`config.mk`:
```
export PLATFORM = sky130hd
export DESIGN_NAME = ladybird_spi_flash_reader
export DESIGN_NICKNAME = d
export VERILOG_FILES = /design/src/rtl/ladybird_spi_flash_reader.sv
export SDC_FILE = /design/constraint.sdc
export NUM_CORES = 1
export LEC_CHECK = 0
export ABC_AREA = 1
export CELL_PAD_IN_SITES_DETAIL_PLACEMENT = 2
export CELL_PAD_IN_SITES_GLOBAL_PLACEMENT = 2
export CORE_ASPECT_RATIO = 0.8
export CORE_MARGIN = 10
export CORE_UTILIZATION = 29
export DETAILED_ROUTE_END_ITERATION = 10
export GPL_TIMING_DRIVEN = 0
export PLACE_DENSITY_LB_ADDON = 0.1
export SKIP_LAST_GASP = 1
export SYNTH_ARGS = -nofsm -noshare
export SYNTH_HDL_FRONTEND = slang
export SYNTH_SLANG_ARGS = --single-unit
```
`constraint.sdc`:
```
create_clock -name clk -period 1.5 [get_ports clk]
set_clock_uncertainty 0.15 [all_clocks]
set_input_delay 0.45 -clock clk [delete_from_list [all_inputs] [get_ports clk]]
set_output_delay 0.45 -clock clk [all_outputs]
set_load 0.05 [all_outputs]
```
`src/rtl/ladybird_spi_flash_reader.sv`:
```
// ladybird_spi_flash_reader
//
// Read-only bus responder that fetches one 32-bit word per request from a
// serial NOR flash using the single-bit SPI READ command (0x03), SPI mode 0.
// Each read is a 64-bit frame on the wire: command byte, 24-bit word-aligned
// address, then 32 data bits clocked in from MISO.
// FLASH_ADDR_W is expected to be 24, matching the 3-byte address of READ.
//
// Ports:
//   clk         system clock
//   nrst        asynchronous active-low reset
//   req_valid   request present
//   req_ready   responder can accept a request (IDLE and CS gap expired)
//   req_we      write request; answered with resp_error, no flash activity
//   req_addr    flash byte address, bits 1:0 ignored
//   resp_valid  single-cycle response strobe, no backpressure
//   resp_data   read data, held until the next response
//   resp_error  set with resp_valid when the request was a write
//   spi_sck     flash clock (idle low)
//   spi_cs_n    flash chip select, active-low
//   spi_mosi    serial data to the flash (qspi_dq[0])
//   spi_miso    serial data from the flash (qspi_dq[1])

module ladybird_spi_flash_reader #(
   parameter int CLK_DIV        = 2,
   parameter int CS_HIGH_CYCLES = 4,
   parameter int FLASH_ADDR_W   = 24
) (
   input  logic                    clk,
   input  logic                    nrst,
   input  logic                    req_valid,
   output logic                    req_ready,
   input  logic                    req_we,
   input  logic [FLASH_ADDR_W-1:0] req_addr,
   output logic                    resp_valid,
   output logic [31:0]             resp_data,
   output logic                    resp_error,
   output logic                    spi_sck,
   output logic                    spi_cs_n,
   output logic                    spi_mosi,
   input  logic                    spi_miso
);

   localparam int DIV_W = (CLK_DIV > 1) ? $clog2(CLK_DIV) : 1;
   localparam int GAP_W = $clog2(CS_HIGH_CYCLES + 1);

   localparam logic [DIV_W-1:0] DIV_ZERO = {DIV_W{1'b0}};
   localparam logic [DIV_W-1:0] DIV_ONE  = DIV_W'(1);
   localparam logic [DIV_W-1:0] DIV_LAST = DIV_W'(CLK_DIV - 1);
   localparam logic [GAP_W-1:0] GAP_ZERO = {GAP_W{1'b0}};
   localparam logic [GAP_W-1:0] GAP_ONE  = GAP_W'(1);
   localparam logic [GAP_W-1:0] GAP_LOAD = GAP_W'(CS_HIGH_CYCLES);
   localparam logic [7:0]       CMD_READ = 8'h03;
   localparam logic [5:0]       BIT_LAST = 6'd63;

   typedef enum logic [1:0] {
      ST_IDLE  = 2'd0,
      ST_SHIFT = 2'd1,
      ST_DONE  = 2'd2,
      ST_GAP   = 2'd3
   } state_t;

   // The flash returns the lowest-addressed byte first; the bus word is little-endian.
   function automatic logic [31:0] flash_bytes_to_word(input logic [31:0] rx);
      return {rx[7:0], rx[15:8], rx[23:16], rx[31:24]};
   endfunction

   state_t             state_q,      state_d;
   logic [GAP_W-1:0]   gap_q,        gap_d;
   logic [DIV_W-1:0]   div_q,        div_d;
   logic [5:0]         bit_q,        bit_d;
   logic [63:0]        frame_q,      frame_d;
   logic [31:0]        rx_q,         rx_d;
   logic               sck_q,        sck_d;
   logic               cs_n_q,       cs_n_d;
   logic               req_ready_q,  req_ready_d;
   logic               resp_valid_q, resp_valid_d;
   logic               resp_error_q, resp_error_d;
   logic [31:0]        resp_data_q,  resp_data_d;

   // Word alignment drops the two low address bits.
   logic unused_addr_s;
   assign unused_addr_s = ^req_addr[1:0];

   // Next-state logic for the transfer sequencer and all registered outputs.
   always_comb begin
      state_d      = state_q;
      gap_d        = gap_q;
      div_d        = div_q;
      bit_d        = bit_q;
      frame_d      = frame_q;
      rx_d         = rx_q;
      sck_d        = sck_q;
      cs_n_d       = cs_n_q;
      req_ready_d  = 1'b0;
      resp_valid_d = 1'b0;
      resp_error_d = 1'b0;
      resp_data_d  = resp_data_q;

      case (state_q)
         ST_IDLE: begin
            // The CS-high gap keeps counting down here after reset.
            if (gap_q != GAP_ZERO) begin
               gap_d = gap_q - GAP_ONE;
            end else begin
               gap_d = GAP_ZERO;
            end
            if (req_valid && req_ready_q) begin
               if (req_we) begin
                  resp_valid_d = 1'b1;
                  resp_error_d = 1'b1;
                  resp_data_d  = 32'h0000_0000;
               end else begin
                  frame_d = {CMD_READ, req_addr[23:2], 2'b00, 32'h0000_0000};
                  bit_d   = 6'd0;
                  div_d   = DIV_ZERO;
                  sck_d   = 1'b0;
                  cs_n_d  = 1'b0;
                  state_d = ST_SHIFT;
               end
            end else begin
               req_ready_d = (gap_d == GAP_ZERO);
            end
         end

         ST_SHIFT: begin
            if (div_q == DIV_LAST) begin
               div_d = DIV_ZERO;
               if (!sck_q) begin
                  // Rising SCK: data bits sit in the second half of the frame.
                  sck_d = 1'b1;
                  if (bit_q[5]) begin
                     rx_d = {rx_q[30:0], spi_miso};
                  end else begin
                     rx_d = rx_q;
                  end
               end else begin
                  // Falling SCK: either advance to the next bit or finish.
                  sck_d = 1'b0;
                  if (bit_q == BIT_LAST) begin
                     state_d      = ST_DONE;
                     cs_n_d       = 1'b1;
                     frame_d      = 64'h0;
                     gap_d        = GAP_LOAD;
                     resp_valid_d = 1'b1;
                     resp_error_d = 1'b0;
                     resp_data_d  = flash_bytes_to_word(rx_q);
                  end else begin
                     bit_d   = bit_q + 6'd1;
                     frame_d = {frame_q[62:0], 1'b0};
                  end
               end
            end else begin
               div_d = div_q + DIV_ONE;
            end
         end

         ST_DONE, ST_GAP: begin
            // The DONE cycle is the first of the CS-high gap.
            if (gap_q > GAP_ONE) begin
               gap_d   = gap_q - GAP_ONE;
               state_d = ST_GAP;
            end else begin
               gap_d       = GAP_ZERO;
               state_d     = ST_IDLE;
               req_ready_d = 1'b1;
            end
         end

         default: begin
            state_d = ST_IDLE;
            cs_n_d  = 1'b1;
            sck_d   = 1'b0;
            frame_d = 64'h0;
            gap_d   = GAP_LOAD;
         end
      endcase
   end

   // State and output registers; reset aborts any transfer and raises CS at once.
   always_ff @(posedge clk or negedge nrst) begin
      if (!nrst) begin
         state_q      <= ST_IDLE;
         gap_q        <= GAP_LOAD;
         div_q        <= DIV_ZERO;
         bit_q        <= 6'd0;
         frame_q      <= 64'h0;
         rx_q         <= 32'h0000_0000;
         sck_q        <= 1'b0;
         cs_n_q       <= 1'b1;
         req_ready_q  <= 1'b0;
         resp_valid_q <= 1'b0;
         resp_error_q <= 1'b0;
         resp_data_q  <= 32'h0000_0000;
      end else begin
         state_q      <= state_d;
         gap_q        <= gap_d;
         div_q        <= div_d;
         bit_q        <= bit_d;
         frame_q      <= frame_d;
         rx_q         <= rx_d;
         sck_q        <= sck_d;
         cs_n_q       <= cs_n_d;
         req_ready_q  <= req_ready_d;
         resp_valid_q <= resp_valid_d;
         resp_error_q <= resp_error_d;
         resp_data_q  <= resp_data_d;
      end
   end

   assign req_ready  = req_ready_q;
   assign resp_valid = resp_valid_q;
   assign resp_error = resp_error_q;
   assign resp_data  = resp_data_q;
   assign spi_sck    = sck_q;
   assign spi_cs_n   = cs_n_q;
   // The frame register MSB is the bit currently on the wire.
   assign spi_mosi   = frame_q[63];

endmodule

```
## After elaboration in Yosys (flattened, before gate mapping)

Index checks and enable logic that the tools add are counted.
Widths: inputs -> output; s select.

| storage, ports and cells | value |
|---|---|
| bits in registers | 145 |
| latch bits | 0 |
| bits in writable memories | 0 |
| memory bits (read-only) | 0 |
| input port bits | 29 |
| output and inout bits | 38 |
| logic and storage cells | 96 |
| memories | 0 |

| operators by class | value |
|---|---|
| add/sub/neg operators | 3 |
| multipliers | 0 |
| div/mod/pow operators | 0 |
| order comparisons | 1 |
| eq/ne operators | 11 |
| shift operators | 0 |
| multiplexer cells | 53 |
| bitwise gates (word level) | 1 |
| reduce and logical (&&, ||, !) cells | 15 |

Operator list:

| kind | number |
|---|---|
| $mux 64 | 5 |
| $mux 32 | 5 |
| $pmux 64 s2 | 1 |
| $pmux 32 s2 | 1 |
| $mux 6 | 5 |
| $mux 3 | 6 |
| $reduce_and 6->1 | 3 |
| $mux 1 | 16 |
| $ne 2x2->1 const B | 7 |
| $mux 2 | 6 |
| $pmux 6 s2 | 1 |
| $pmux 1 s2 | 5 |
| $reduce_and 5->1 | 2 |
| $pmux 3 s3 | 1 |
| $reduce_and 4->1 | 2 |
| $add 6x1->6 const B | 1 |
| $eq 6x6->1 const B | 1 |
| $pmux 2 s3 | 1 |
| $reduce_and 3->1 | 2 |
| $eq 2x2->1 const B | 2 |
| $gt 3x1->1 const B | 1 |
| $logic_not 3->1 | 1 |
| $reduce_bool 3->1 | 1 |
| $sub 3x1->3 const B | 1 |
| 7 further kinds | 7 |

## Depth between registers and ports, before layout

| logic depth | value |
|---|---|
| depth after elaboration | 6 |
| depth in mapped cells | 10 |
| gate-level depth less buffers | 10 |

## Least setup slack after synthesis

OpenSTA, ideal clock, no wires.

| timing path | value |
|---|---|
| kind | register -> register |
| from | register bit_q[0] |
| to | register resp_data_q[16] (netlist: resp_data[16]) |
| library setup time | 0.120 ns |
| arrival time | 1.396 ns |
| required time | 1.230 ns |
| setup slack | -0.166 ns |
| stages on the path, launching flop included | 9 |
| buffers on the path | 2 |
| period minus slack after synthesis | 1.666 ns |
| path through | dfrtp_1 ha_1 nand3_1 nor2_2 nand3_2 buf_2 buf_2 nand3_1 nand2_1 |

| between the ends | value |
|---|---|
| cells in the longest elaborated chain, start to end | 3 |

Ends and longest elaborated chain:

| item | RTL line | source |
|---|---|---|
| from (decl) | 71 | `logic [5:0] bit_q, bit_d;` |
| from (signal assigned) | 199 | `bit_q <= bit_d;` |
| $eq 6x6->1 | 140 | `if (bit_q == BIT_LAST) begin` |
| $ne 2x2->1 (no line) | n/a |  |
| $reduce_and 6->1 (no line) | n/a |  |
| to (signal assigned) | 207 | `resp_data_q <= resp_data_d;` |
| to (decl) | 79 | `logic [31:0] resp_data_q, resp_data_d;` |

Every way passes these cells.
A chain may end at the register's enable or synchronous reset.

## Worst setup path in the final report

| timing path | value |
|---|---|
| from | register bit_q[1] |
| to | register resp_data_q[27] (netlist: resp_data[27]) |

Same word-level chain as after synthesis.

==> impl_metrics.py <==
metrics = {
    "sta": {
        "period_share": 1.21,
        "setup_slack_ps": -322,
        "min_period_ps": 1820,
        "fmax_mhz": 549,
        "relSlewSlack": 0.663,
        "tightest_slew_ps": 506,
        "rsz0062_at_grt": "yes",
        "setup_violations": 146,
        "hold_violations": 48,
        "slew_viol_final": 0,
        "whs_ps": -129,
    },
    "placed_design": {
        "globalplace.congestion": 0.767,
        "dp_cells": 849,
        "io_buffer_count": 64,
        "dp_hpwl_um": 10800,
        "dp_slack_ps": -804,
    },
    "logic_synthesis": {
        "yosysWarnings": 0,
        "synth_nets": 602,
        "seq_area_frac_synth": 0.580,
        "synth_area_per_cell_um2": 8.42,
        "yosysUniqueCellTypes": 28,
        "synth_seq_cells": 111,
        "syn-cell-area_um2": 4790,
        "netlist_instances": 569,
    },
    "routing": {
        "drtIter0Drc": 205,
        "vias": 4768,
        "via_per_inst": 5.00,
        "drc": 0,
        "firstDrtPassIters": 4,
        "wl_um": 22500,
        "antenna_left": 0,
        "wl_per_cell_um": 23.6,
    },
    "global_route": {
        "grt_pass1_vias": 5223,
        "grt_first_pass_wirelength_um": 30300,
        "grt_max_degree": 64,
        "grt_overflow": 0,
        "grtUsageMet3": 0.0334,
        "antenna_found_initial": 0,
        "grt-busiest-layer": "met2",
        "use_met1": 0.221,
        "grt_usage": 0.174,
        "met2_usage": 0.297,
    },
    "cts": {
        "cts_max_level": 3,
        "tritoncts": "yes",
        "cts_made_buffers": 9,
        "cts_max_path_buffers": 2,
        "clock_latency_ps": 370,
        "clock-sinks": 111,
        "cts-root-buf": "clkbuf_16",
        "path_clk_slew_ps": 80,
    },
    "pwr": {
        "power.leakage_nw": 4.05,
        "finalPower_mw": 16.7,
        "irDropWorstVdd_v": 0.000973,
        "p_per_area_nw_per_um2": 2020,
    },
    "setup_path": {
        "crit_chain": "ha_4 -> nand3_4 -> nor2_4 -> nand3_4 -> buf_12 -> buf_12 -> nand3_4 -> o21ai_2",
        "critPathLaunchType": "flip-flop",
        "arrival_ps": 1920,
        "path_class": "reg -> reg",
        "end_kind": "flip-flop",
        "regToRegSetupSlack_ps": -320,
        "max_stage_delay_ps": 410,
        "crit_slowest_cell": "dfrtp_1",
        "crit_fanout": 8,
        "crit_top_cell": "nand3_4",
        "critPathRequiredTime_ps": 1600,
    },
    "floorplanning": {
        "ios": 67,
        "rows": 41,
        "fp.dieH_um": 135,
        "dieArea_um2": 22100,
        "fp.dieW_um": 164,
        "core_area_um2": 16000,
        "initial_core_util": 0.299,
    },
    "outcome": {
        "status": "finished with violations",
        "violations": "hold timing, setup timing",
    },
    "finish": {
        "diodes": 0,
        "register_area_um2": 2790,
        "fillers": 1638,
        "area_growth_pct": 72.4,
        "fin_nets": 766,
        "multi_input_area_um2": 2680,
        "final_common_cell": "nand2_1",
        "finalCoreUtilization": 0.516,
        "drive_gt1_frac": 0.500,
        "fin_cells": 953,
        "layout_common_cells": "nand2_1 (144), dfrtp_1 (101), buf_4 (59), buf_6 (55), nand2_2 (50)",
    },
    "hold_path": {
        "min_path_type": "in -> async",
    },
    "run": {
        "maxCapViolCount": 0,
    },
}
-- flip-flops by register name, summed over array words and instances, names as in the netlist, 2 cells and up --
| signal | count |
|---|---|
| gap_q | 3 |
| bit_q | 6 |
| frame_q | 30 |
| state_q | 2 |
| rx_q | 32 |
| resp_data | 32 |
-- power by group --
part / switching [mW] / leakage (nW) / internal, mW
sequential: 0.885 / 1.40 / 3.93
combinational: 5.39 / 2.49 / 3.83
clock: 1.26 / 0.154 / 1.36
-- repair_timing --
item,in CTS,in global routing
hold endpoints to repair,48,48
pin swaps,18,66
resized for setup,422,191
setup buffers,39,38
gates cloned,9,5
endpoints found under the setup margin,149,148
-- stage by stage --
| step | setup TNS (ps) | area, um2 |
|---|---|---|
| 5_1_grt | -28790 | 8260 |
| 3_3_place_gp | -600990 | 5820 |
| 2_1_floorplan | -2680 | 4910 |
| 4_1_cts | -15520 | 7240 |
| 6_report | -22560 | 8260 |
| 3_5_place_dp | -75950 | 5850 |
-- synthesized netlist by cell type, drive strengths merged --
cell type,number,share of area
nor3,1,0.0010
buf,11,0.014
xor2,2,0.0037
inv,41,0.032
nand3,60,0.065
clkbuf,16,0.013
dfrtp,109,0.57
ha,4,0.010
nand3b,1,0.0016
nor3b,1,0.0016
nand4,4,0.0065
nor2,24,0.023
o211ai,1,0.0016
a21oi,15,0.016
clkinv,1,0.00078
dfstp,2,0.011
o21ai,52,0.054
nand2,224,0.18
-- layer usage --
layer / vias up / part of all wire
li1: 2153 / -
met1: 2508 / 0.43
met2: 83 / 0.52
met3: 24 / 0.033
met4: 0 / 0.020
met5: - / 0
-- cell families (layout without fill, tap and decap cells) --
kind of cell	count (synthesis)	in the layout	share of synthesized area
fa+ha+maj	4	4	0.0104
xor+xnor	2	2	0.00366
buf+inv	69	237	0.0593
simple gates	315	316	0.274
compound gates	68	68	0.0723
flops	111	111	0.580
-- critical path: cells and delay by family (launching register included) --
kind | cells | cell delay [ps]
AOI/OAI and AO/OA | 1 | 80
buffers and inverters | 2 | 360
and+or+nand+nor | 4 | 510
adders and majority gates | 1 | 190
DFF | 1 | 410
-- final cells by class --
cell class                 instances  area share
timing repair buffer             154       0.200
clock inverter                     6     0.00803
buffer                            25      0.0478
inverter                          42      0.0203
tap                              215      0.0326
clock buffer                      10      0.0289
multi-input combinational        390       0.325
sequential                       111       0.338
-- final timing paths --
kind                        startpoint            end  cells past startpoint
max                           bit_q[1]  resp_data[27]                      8
min                               nrst    frame_q[42]                      1
max reg2reg                   bit_q[1]  resp_data[27]                      8
min reg2reg                frame_q[62]    frame_q[63]                      2
max in group asynchronous         nrst       gap_q[2]                      2
min in group clk           frame_q[62]    frame_q[63]                      2
(Power assumes the default switching activity.)
==> edit: new RTL, same flow settings <==
Register the output `resp_error` once more, with the module's reset; this adds one clock of latency there. The other outputs are not delayed to match.
--- a/src/rtl/ladybird_spi_flash_reader.sv
+++ b/src/rtl/ladybird_spi_flash_reader.sv
@@ -210,7 +210,13 @@
 
    assign req_ready  = req_ready_q;
    assign resp_valid = resp_valid_q;
-   assign resp_error = resp_error_q;
+   always_ff @(posedge clk or negedge nrst) begin
+      if (!nrst) begin
+         resp_error <= '0;
+      end else begin
+         resp_error <= resp_error_q;
+      end
+   end
    assign resp_data  = resp_data_q;
    assign spi_sck    = sck_q;
    assign spi_cs_n   = cs_n_q;
Check against the original RTL: no difference found for any inputs over 4 cycles, from zero or initial values and one cycle with nrst low; that may be too few to reach the edited logic, so the function may still have changed.
==> edit against the original RTL <==
- the flow finishes with violations (negative setup slack)
- routed wire length decreased by 15%
- maximum frequency rose by 4.5%
- worst setup slack gained 78 ps
- first-iteration DRC count fell by 28%
- area after synthesis increased by 0.89%
- hold slack gained 340 ps
- cell area is 6.2% lower
- power shrank 7.7%
- sequential cell count up 1
==> edit: results (changes against the original RTL) <==
STA
  – Worst hold slack: 214 ps (+344 ps)
  – Worst Setup Slack, final: -243 ps (+78.2 ps)
  – Final setup violation count: 142 (-2.7%)

Run status
  – Status: finished with violations
  – Failing checks: negative setup slack

Hold path
  – Hold Crit Class: flop to flop

Placed design
  – Setup Slack @ Placement: -791 ps (+13.0 ps)
  – HPWL Detailed: 10600 um (-1.5%)
  – Placed cells: 853 (+0.47%)
  – Area post-placement: 5790 um2 (-1.0%)

GRT
  – Vias in the first global route: 5256 (+0.63%)
  – M2 GR Usage: 30.0% (+0.28 points)
  – First-pass GRT wire length: 29500 um (-2.6%)
  – Total GRT Usage: 16.8% (-0.58 points)
  – GR Util met3: 4.22% (+0.88 points)

Finish
  – Share of post-route cells with drive strength above 1: 41.1% (-8.9 points)
  – # fillers: 1695 (+3.5%)

Synthesis
  – Post-Syn Instances: 568 (-0.18%)
  – Mapped Nets: 601 (-0.17%)
  – Synth Area in XOR/XNOR: 0.181% (-0.18 points)
  – Synth Area in Adders: 1.03% (-0.0092 points)
  – Post-synthesis compound-gate area fraction: 7.43% (+0.20 points)

Routing
  – WL per Instance: 20.1 um (-15%)
  – Met3 WL: 733 um (-1.6%)
  – DRT met1 WL: 8010 um (-17%)
  – Met2 WL: 10200 um (-12%)

Power and ir drop
  – Leakage power: 3.76 nW (-7.2%)
  – Peak VDD IR: 0.00100 V (+3.2%)

Critical path
  – FF-to-FF Start: state_q[1]$_DFFE_PN0P_
  – CP Data Arrival Time: 1900 ps (-20 ps)

Clock network
  – Post-CTS Setup Inserts: 45 (+15%)
  – Post-CTS sizing: 450 (+6.6%)
## edit: cell types whose count changed after synthesis, sizes merged
cell    before  now
dfrtp      109  110
o21bai       0    1
clkinv       1    0
a21oi       15   12
o21ai       52   56
inv         41   45
nor3b        1    2
nand3b       1    2
nor2        24   18
buf         11   18
clkbuf      16    9
nand2      224  222
xor2         2    1
## edit: power breakdown
part | switching, mW | internal (mW) | total [mW]
sequential | 0.776 | 3.96 | 4.74
clock | 1.21 | 1.15 | 2.36
combinational | 4.86 | 3.41 | 8.27
total | 6.85 | 8.53 | 15.4
## edit: cell type report
type,count,area [um2],share of cell area [%]
plain buffers,26,289,3.73
repair buffers,148,1530,19.7
well taps,220,275,3.55
clock buffers,11,233,3.00
flip-flops and latches,112,2810,36.3
clock inverters,5,40.0,0.517
inverters,45,195,2.52
multi-input cells,387,2370,30.6
## edit: critical path: stages, from the launching register on
cell and delay, ps:
dfrtp_2 480, buf_6 140, a21oi_4 160, buf_6 140
nand3_4 130, nor2_4 210, buf_6 150, nand2_2 50
nand2_2 60
